## config.mk

```make
export PLATFORM = sky130hd
export DESIGN_NAME = conv_sched_flat
export DESIGN_NICKNAME = d
export VERILOG_FILES = /design/src/rtl/conv_pkg.sv /design/src/rtl/conv_sched_if.sv /design/src/rtl/conv_mac3x3.sv /design/src/rtl/conv_sched.sv /design/src/flat_wrapper.sv
export SDC_FILE = /design/constraint.sdc
export NUM_CORES = 2
export LEC_CHECK = 0
export CORE_MARGIN = 3
export CORE_UTILIZATION = 53
export DETAILED_ROUTE_END_ITERATION = 10
export GPL_TIMING_DRIVEN = 0
export PLACE_DENSITY = 0.78
export SLEW_MARGIN = 30
export SYNTH_ARGS = -nofsm -noshare
export SYNTH_HDL_FRONTEND = slang
export SYNTH_SLANG_ARGS = --single-unit
```

## constraint.sdc

```tcl
create_clock -name clk -period 13.24 [get_ports clk]
set_input_delay 2.648 -clock clk [delete_from_list [all_inputs] [get_ports clk]]
set_output_delay 2.648 -clock clk [all_outputs]
set_load 0.03 [all_outputs]
```

## src/rtl/conv_pkg.sv

```systemverilog
// Shared constants, FSM state type and bit-offset helpers for the convolution
// sequencer.
package conv_pkg;

  localparam int IMG   = 12;
  localparam int K     = 3;
  localparam int PIX_W = 2;
  localparam int NFILT = 4;
  localparam int ACC_W = 8;

  localparam int OUT  = IMG - K + 1;
  localparam int NRES = NFILT * OUT * OUT;
  localparam int FW   = $clog2(NFILT);
  localparam int CW   = $clog2(IMG);

  localparam int IMG_BITS  = IMG * IMG * PIX_W;
  localparam int FILT_BITS = NFILT * K * K * PIX_W;

  typedef enum logic [1:0] {
    IDLE,
    RUN,
    FLUSH
  } state_e;

  function automatic int pix_off(input int r, input int c);
    return (r * IMG + c) * PIX_W;
  endfunction

  function automatic int tap_off(input int f, input int i, input int j);
    return ((f * K + i) * K + j) * PIX_W;
  endfunction

endpackage

```

## src/rtl/conv_sched_if.sv

```systemverilog
// Frame request, status and result stream between the sequencer and the
// downstream pooling/packing stage.
interface conv_sched_if;
  import conv_pkg::*;

  logic                 start;
  logic [IMG_BITS-1:0]  img_in;
  logic [FILT_BITS-1:0] filt_in;
  logic                 busy;
  logic                 done;
  logic                 res_valid;
  logic                 res_ready;
  logic [ACC_W-1:0]     res_data;
  logic [FW-1:0]        res_filt;
  logic [CW-1:0]        res_row;
  logic [CW-1:0]        res_col;

  modport master (
    output start, img_in, filt_in, res_ready,
    input  busy, done, res_valid, res_data, res_filt, res_row, res_col
  );

  modport slave (
    input  start, img_in, filt_in, res_ready,
    output busy, done, res_valid, res_data, res_filt, res_row, res_col
  );

endinterface

```

## src/rtl/conv_mac3x3.sv

```systemverilog
// Combinational 3x3 multiply-accumulate: nine unsigned products summed
// through a balanced adder tree, zero-extended to the result width.
module conv_mac3x3
  import conv_pkg::*;
(
  input  logic [K*K-1:0][PIX_W-1:0] pix_i,
  input  logic [K*K-1:0][PIX_W-1:0] w_i,
  output logic [ACC_W-1:0]          sum_o
);

  localparam int PW = 2 * PIX_W;
  localparam int SW = PW + 4;

  logic [SW-1:0] prod [K*K];
  logic [SW-1:0] s0, s1, s2, s3, t0, t1, tot;

  always_comb begin
    for (int k = 0; k < K * K; k++) begin
      prod[k] = SW'(pix_i[k]) * SW'(w_i[k]);
    end
  end

  assign s0  = prod[0] + prod[1];
  assign s1  = prod[2] + prod[3];
  assign s2  = prod[4] + prod[5];
  assign s3  = prod[6] + prod[7];
  assign t0  = s0 + s1;
  assign t1  = s2 + s3;
  assign tot = t0 + t1 + prod[8];

  assign sum_o = ACC_W'(tot);

endmodule

```

## src/rtl/conv_sched.sv

```systemverilog
// Sequencer sharing one 3x3 MAC over every filter/window of a latched frame,
// streaming one result per valid/ready handshake.
module conv_sched
  import conv_pkg::*;
(
  input  logic         clk,
  input  logic         rst,
  conv_sched_if.slave  bus
);

  state_e               state_q;
  logic [IMG_BITS-1:0]  img_q;
  logic [FILT_BITS-1:0] filt_q;
  logic [FW-1:0]        f_q;
  logic [CW-1:0]        r_q, c_q;
  logic                 busy_q, done_q, vld_q;
  logic [ACC_W-1:0]     data_q;
  logic [FW-1:0]        fidx_q;
  logic [CW-1:0]        row_q, col_q;

  logic [K*K-1:0][PIX_W-1:0] win, taps;
  logic [ACC_W-1:0]          mac_d;
  logic                      issue;

  // Window mux: pick the KxK pixels at (r,c) and the taps of filter f.
  always_comb begin
    win  = '0;
    taps = '0;
    for (int i = 0; i < K; i++) begin
      for (int j = 0; j < K; j++) begin
        win[i*K+j]  = img_q[pix_off(int'(r_q) + i, int'(c_q) + j) +: PIX_W];
        taps[i*K+j] = filt_q[tap_off(int'(f_q), i, j) +: PIX_W];
      end
    end
  end

  conv_mac3x3 u_mac (
    .pix_i (win),
    .w_i   (taps),
    .sum_o (mac_d)
  );

  assign issue = !vld_q || bus.res_ready;

  always_ff @(posedge clk or posedge rst) begin
    if (rst) begin
      state_q <= IDLE;
      img_q   <= '0;
      filt_q  <= '0;
      f_q     <= '0;
      r_q     <= '0;
      c_q     <= '0;
      busy_q  <= 1'b0;
      done_q  <= 1'b0;
      vld_q   <= 1'b0;
      data_q  <= '0;
      fidx_q  <= '0;
      row_q   <= '0;
      col_q   <= '0;
    end else begin
      done_q <= 1'b0;
      case (state_q)
        IDLE: begin
          if (bus.start) begin
            img_q   <= bus.img_in;
            filt_q  <= bus.filt_in;
            f_q     <= '0;
            r_q     <= '0;
            c_q     <= '0;
            busy_q  <= 1'b1;
            state_q <= RUN;
          end
        end
        RUN: begin
          if (issue) begin
            data_q <= mac_d;
            fidx_q <= f_q;
            row_q  <= r_q;
            col_q  <= c_q;
            vld_q  <= 1'b1;
            // Column is the fastest index, then row, then filter.
            if (c_q == CW'(OUT - 1)) begin
              c_q <= '0;
              if (r_q == CW'(OUT - 1)) begin
                r_q <= '0;
                if (f_q == FW'(NFILT - 1)) begin
                  f_q     <= '0;
                  state_q <= FLUSH;
                end else begin
                  f_q <= f_q + 1'b1;
                end
              end else begin
                r_q <= r_q + 1'b1;
              end
            end else begin
              c_q <= c_q + 1'b1;
            end
          end
        end
        FLUSH: begin
          if (vld_q && bus.res_ready) begin
            vld_q   <= 1'b0;
            done_q  <= 1'b1;
            busy_q  <= 1'b0;
            state_q <= IDLE;
          end
        end
        default: state_q <= IDLE;
      endcase
    end
  end

  assign bus.busy      = busy_q;
  assign bus.done      = done_q;
  assign bus.res_valid = vld_q;
  assign bus.res_data  = data_q;
  assign bus.res_filt  = fidx_q;
  assign bus.res_row   = row_q;
  assign bus.res_col   = col_q;

endmodule

```

## src/flat_wrapper.sv

```systemverilog
// flat-port wrapper written by rule: the top's interface ports become plain ports
module conv_sched_flat import conv_pkg::*;
  (clk, rst, bus_start, bus_img_in, bus_filt_in, bus_res_ready, bus_busy, bus_done, bus_res_valid, bus_res_data, bus_res_filt, bus_res_row, bus_res_col);
  conv_sched_if bus_i ();
  input  logic clk;
  input  logic rst;
  input wire logic [$bits(bus_i.start)-1:0] bus_start;
  input wire logic [$bits(bus_i.img_in)-1:0] bus_img_in;
  input wire logic [$bits(bus_i.filt_in)-1:0] bus_filt_in;
  input wire logic [$bits(bus_i.res_ready)-1:0] bus_res_ready;
  output wire logic [$bits(bus_i.busy)-1:0] bus_busy;
  output wire logic [$bits(bus_i.done)-1:0] bus_done;
  output wire logic [$bits(bus_i.res_valid)-1:0] bus_res_valid;
  output wire logic [$bits(bus_i.res_data)-1:0] bus_res_data;
  output wire logic [$bits(bus_i.res_filt)-1:0] bus_res_filt;
  output wire logic [$bits(bus_i.res_row)-1:0] bus_res_row;
  output wire logic [$bits(bus_i.res_col)-1:0] bus_res_col;
  assign bus_i.start = bus_start;
  assign bus_i.img_in = bus_img_in;
  assign bus_i.filt_in = bus_filt_in;
  assign bus_i.res_ready = bus_res_ready;
  assign bus_busy = bus_i.busy;
  assign bus_done = bus_i.done;
  assign bus_res_valid = bus_i.res_valid;
  assign bus_res_data = bus_i.res_data;
  assign bus_res_filt = bus_i.res_filt;
  assign bus_res_row = bus_i.res_row;
  assign bus_res_col = bus_i.res_col;
  conv_sched u_core (.clk(clk), .rst(rst), .bus(bus_i));
endmodule
```

---- After elaboration in Yosys (flattened, before gate mapping) ----
Cells that the tools add are included.
operators by class
  shift operators ......................... 18
  multiply operators ...................... 16
  add/sub/neg operators ................... 32
  muxes and demuxes ....................... 28
  equality and inequality tests ........... 11
  reductions and logical operators ........ 15
operators by type and width
  cell                     count
  $shiftx A288 B32 Y2      9
  $shiftx A72 B32 Y2       9
  $add A31 B31 Y31         5
  $mul A32 B3 Y31 const B  3
  $add A31 B2 Y31 const B  3
  $add A31 B3 Y31 const B  3
  $add A31 B5 Y31          3
  $mul A2 B2 Y4            9
  $add A32 B2 Y32 const B  1
  $add A32 B3 Y32 const B  1
  $mul A32 B3 Y29 const B  1
  $add A31 B6 Y31          1
  $mux W4                  6
  $mux W2                  11
  $add A4 B4 Y5            4
  $pmux W4 S2              2
  $add A5 B5 Y6            2
  $add A4 B1 Y5 const B    2
  $add A4 B2 Y5 const B    2
  $ne A2 B1 Y1 const B     5
  $reduce_and A3 Y1        3
  $add A4 B1 Y4 const B    2
  $add A7 B4 Y8            1
  $eq A4 B4 Y1 const B     2
  21 further kinds         30
storage, ports and cells
  input port bits ......................... 364
  output and inout bits ................... 21
  register bits ........................... 393

---- Depth between registers and ports, before layout ----
  word-level depth ........................ 10
  mapped depth ............................ 35

---- By module ----
From an unflattened synthesis, not the netlist that was laid out.
second synthesis, totals
  cells, all modules ...................... 2607
  area, all modules ....................... 35173.7 um2
modules (own cells, without submodules)
  module       instances  area each (um2)  cells an instance
  conv_sched   1          33957.6          2471
  conv_mac3x3  1          1216.2           136

---- Worst setup path before layout ----
Ideal clock, no wire load.
  path kind ............................... register to register
  start ................................... register u_core.c_q[0]
  end ..................................... register u_core.data_q[5], in the netlist u_core.bus.res_data[5]
  data required time ...................... 13.101 ns
  stages on the path, launching flop included .. 29
  buffers on the path ..................... 6
  library setup time ...................... 0.139 ns
  arrival ................................. 8.254 ns
  path slack .............................. 4.847 ns
  cell sequence ........................... dfrtp_1 -> buf_4 -> buf_4 -> buf_2 -> buf_4 -> buf_4 -> buf_2 -> nand2_1 -> xnor2_1 -> ha_1 -> a21o_1 -> a21oi_1 -> xor2_2 -> mux4_2 -> nor2_1 -> or4_1 -> a31o_2 -> fa_1 -> fa_1 -> fa_1 -> fa_1 -> inv_1 -> fa_1 -> fa_1 -> ha_1 -> a21o_1 -> a21oi_1 -> xor2_1 -> o21ai_0
on the way
  cells in the longest elaborated chain, start to end .. 8
RTL lines
  element                                              RTL line                              RTL
  start: declaration                                   conv_sched.sv:15                      logic [CW-1:0] r_q, c_q;
  start signal: assignment                             conv_sched.sv:96                      c_q <= c_q + 1'b1;
  $add A4 B1 Y5 or $add A4 B2 Y5 (tied branches)       conv_sched.sv:31                      win[i*K+j] = img_q[pix_off(int'(r_q) + i, int'(c_q) + j) +: PIX_W];
  $add A31 B6 Y31 or $add A31 B31 Y31 (tied branches)  conv_pkg.sv:26                        return (r * IMG + c) * PIX_W;
  $shiftx A288 B32 Y2                                  conv_sched.sv:31
  $mul A2 B2 Y4                                        conv_mac3x3.sv:19                     prod[k] = SW'(pix_i[k]) * SW'(w_i[k]);
  $add A4 B4 Y5 (on tied branches)                     --
  $add A5 B5 Y6 (on tied branches)                     conv_mac3x3.sv:27, conv_mac3x3.sv:28
  $add A6 B6 Y7                                        conv_mac3x3.sv:29                     assign tot = t0 + t1 + prod[8];
  $add A7 B4 Y8 (*)                                    conv_mac3x3.sv:29
  end signal: assignment                               conv_sched.sv:76                      data_q <= mac_d;
  end: declaration                                     conv_sched.sv:17                      logic [ACC_W-1:0] data_q;
Every way passes the cells marked *; elsewhere a longest branch is shown, timed or not.
A chain may end at the register's enable or synchronous reset.

---- Final worst setup path ----
Same ends and word-level chain as after synthesis.

==> key figures <==
Run status
  – Outcome: complete, no violations

CTS
  – Worst skew pair latency: 590 ps
  – # clock sinks: 392
  – Clock Path Buffers: 3
  – Num CTS Buffers: 42
  – Clock transition at path regs: 60 ps
  – Postcts setup bufs: 0
  – TritonCTS clock tree: yes
  – Root buf cell: clkbuf_16
  – Post_cts resized: 0
  – CTS H-tree lvls: 2
  – Hold_buf cts: 0

Floorplanning
  – Num rows: 95
  – Chip width: 267.9 um
  – Core area: 0.06751 mm^2
  – DIE AREA: 0.07176 mm^2
  – I/O pin cnt: 385
  – Die Y-Extent: 267.9 um
  – Initial Util: 53.83%

Drt
  – WL per Instance: 39.61 um
  – TritonRoute pass-1 iters: 5
  – Vias/cell: 7.648
  – DR DRC count: 0
  – Antenna-violating nets left: 0
  – Vias: 30620
  – Total Wirelength: 158.6 mm
  – Initial DRC Count: 4428

Timing
  – Post-route setup TNS: 0 ps
  – Clk_skew: 17.04 ps
  – Final setup violation count: 0
  – Slew HR: 21.62%
  – Slew Viols, Final: 0
  – Tcrit/Tclk final: 89.39%
  – Period minus WS final: 11840 ps
  – Hold slack: 478.1 ps
  – Hold Fails Final Rpt: 0
  – Max Freq: 84.49 MHz
  – RSZ-0062 raised after global routing: no
  – Worst slew pin tran: 1170 ps

Critical path
  – Startpoint types: register
  – CP Max Fanout: 11
  – Worst path max stage delay: 850 ps
  – WS Path Type: reg -> reg
  – Crit. End Element: register
  – Critical Path AT: 12280 ps
  – Most used cell, CP: fa_1
  – CP required: 13680 ps
  – Slowest cell on crit path: fa_1
  – R2R Setup Slk: 1400 ps

Placed design
  – Hpwl dp: 125.6 mm
  – Final GP Congestion: 1.083
  – Port bufs: 383

Global route
  – Vias in the first global route: 31150
  – Antenna violations before repair: 19
  – Largest net degree at the start of global routing: 33
  – Global Route Usage Sum: 44.22%
  – Grt ovf: 0
  – First-pass GRT wire length: 224.3 mm

Hold path
  – Hold Crit Class: reg -> reg

Logic synthesis
  – Cell Area, Synth: 0.03635 mm^2
  – Synth Register Bits: 392
  – Cell taking the most area after synthesis: mux4_2
  – Top_reg_cell synth: dfrtp_1
  – Post-synth top area share: 33.65%
  – Number of synthesized flops with an enable pin: 0
  – Synth warnings: 0
  – Sequential area share after synthesis: 26.99%
  – Mean Syn Cell Area: 13.77 um^2
  – Cell variety after synth: 84
  – Synth Net Count: 3121
  – Cells after synthesis: 2640
  – Area contributors post-synth: mux4_2, dfrtp_1, mux2_2
  – Post-synth ARST share: 100.0%

Layout
  – Area grow syn2layout: 18.77%
  – Share of layout cells above drive strength 1: 38.99%
  – # nets final: 3566

Job
  – Max-cap viol count: 0
-- Yosys cell counts, drive strengths merged (4+ instances only) --
cell / number
mux4: 557
mux2: 417
dfrtp: 392
buf: 137
mux2i: 136
nand2: 113
ha: 80
inv: 79
clkbuf: 76
nor2: 70
a21oi: 59
xnor2: 54
o21ai: 46
fa: 37
nand3: 37
nor3: 35
xor2: 26
and3: 18
a21o: 16
a22oi: 16
nor2b: 15
xnor3: 14
o22ai: 13
a2111oi: 12
o211ai: 12
a211oi: 10
a31oi: 10
nand2b: 10
o31ai: 10
or3: 10
nor4: 9
nand4: 8
a211o: 7
a311oi: 7
nor3b: 6
o21a: 6
o21bai: 6
and2: 5
o211a: 5
and3b: 4
o2111ai: 4
o221ai: 4
-- layout make-up --
| cell class | instances | area (um^2) |
|---|---|---|
| clock inverter | 9 | 106.4 |
| sequential | 392 | 9809 |
| inverter | 80 | 304.0 |
| fill | 5036 | 24350 |
| clock buffer | 64 | 1245 |
| antenna | 17 | 42.54 |
| multi-input combinational | 1955 | 25230 |
| buffer | 213 | 1165 |
| timing repair buffer | 401 | 4172 |
| tap | 873 | 1092 |
-- registers in the layout (all words and copies together) (netlist names), 2 cells and up --
signal and flops:
u_core.r_q 4, u_core.state_q 2, u_core.bus.res_filt 2, u_core.c_q 4, u_core.img_q 288, u_core.bus.res_row 4
u_core.f_q 2, u_core.bus.res_data 7, u_core.filt_q 72, u_core.bus.res_col 4
-- critical path, delay by kind of cell, from the launching register on --
family | cells | cell delay [ps]
flip-flops | 1 | 410
buffers and inverters | 11 | 4290
AND/OR/NAND/NOR | 2 | 360
multiplexers | 1 | 420
AO/OA/AOI/OAI | 6 | 1730
XOR/XNOR | 2 | 470
adder cells (fa/ha/maj) | 8 | 3890
-- stage by stage --
stage | worst slack, ps | util (%) | instances | instance area (um^2)
6_report | 1405 | 63.94 | 4004 | 43170
5_1_grt | 1425 | 63.92 | 3998 | 43150
4_1_cts | 1450 | 63.83 | 3987 | 43100
3_5_place_dp | 1506 | 61.83 | 3914 | 41750
3_3_place_gp | 806.2 | 61.14 | 3896 | 41280
2_1_floorplan | 4847 | - | 2640 | 36350
-- routing by layer --
| metal | routed length (um) | vias to the layer above | global-route usage [%] |
|---|---|---|---|
| li1 | - | 11620 | - |
| met1 | 53430 | 15560 | 53.97 |
| met2 | 72360 | 2732 | 68.52 |
| met3 | 20720 | 710 | 15.23 |
| met4 | 12060 | 6 | 26.48 |
| met5 | 29 | - | 0 |
-- cells by family after synthesis --
group	count (synthesis)	share of synthesized area, %
other	1	0.01032
muxes	1110	51.32
xor gates and xnor gates	94	2.857
and+or+nand+nor	358	4.816
DFF	392	26.99
AOI/OAI and AO/OA	275	5.215
buffers and inverters	293	3.997
adders and majority gates	117	4.792
-- path summary, 6_finish.rpt --
| check | cells after the start | from | end |
|---|---|---|---|
| setup / recovery | 30 | u_core.c_q[0] | u_core.bus.res_data[5] |
| hold / removal | 2 | u_core.bus.res_row[2] | u_core.bus.res_row[2] |
| setup reg to reg | 30 | u_core.c_q[0] | u_core.bus.res_data[5] |
| hold reg to reg | 2 | u_core.bus.res_row[2] | u_core.bus.res_row[2] |
| max in group asynchronous | 9 | rst | u_core.img_q[274] |
| min in group asynchronous | 2 | rst | u_core.img_q[70] |
-- cell usage in the layout, fill, tap and decap left out, drive strengths merged, types with 17 or more instances in the layout --
cell	synthesis	final
a21oi	59	59
and3	18	18
buf	137	155
clkbuf	76	140
clkdlybuf4s50	0	383
dfrtp	392	392
diode	0	17
fa	37	37
ha	80	80
inv	79	79
mux2	417	417
mux2i	136	136
mux4	557	557
nand2	113	113
nand3	37	37
nor2	70	70
nor3	35	35
o21ai	46	46
xnor2	54	54
xor2	26	26
Power is left out: the tool's default activity adds up to more than one toggle a clock period on the data nets, which glitch-free logic cannot reach.
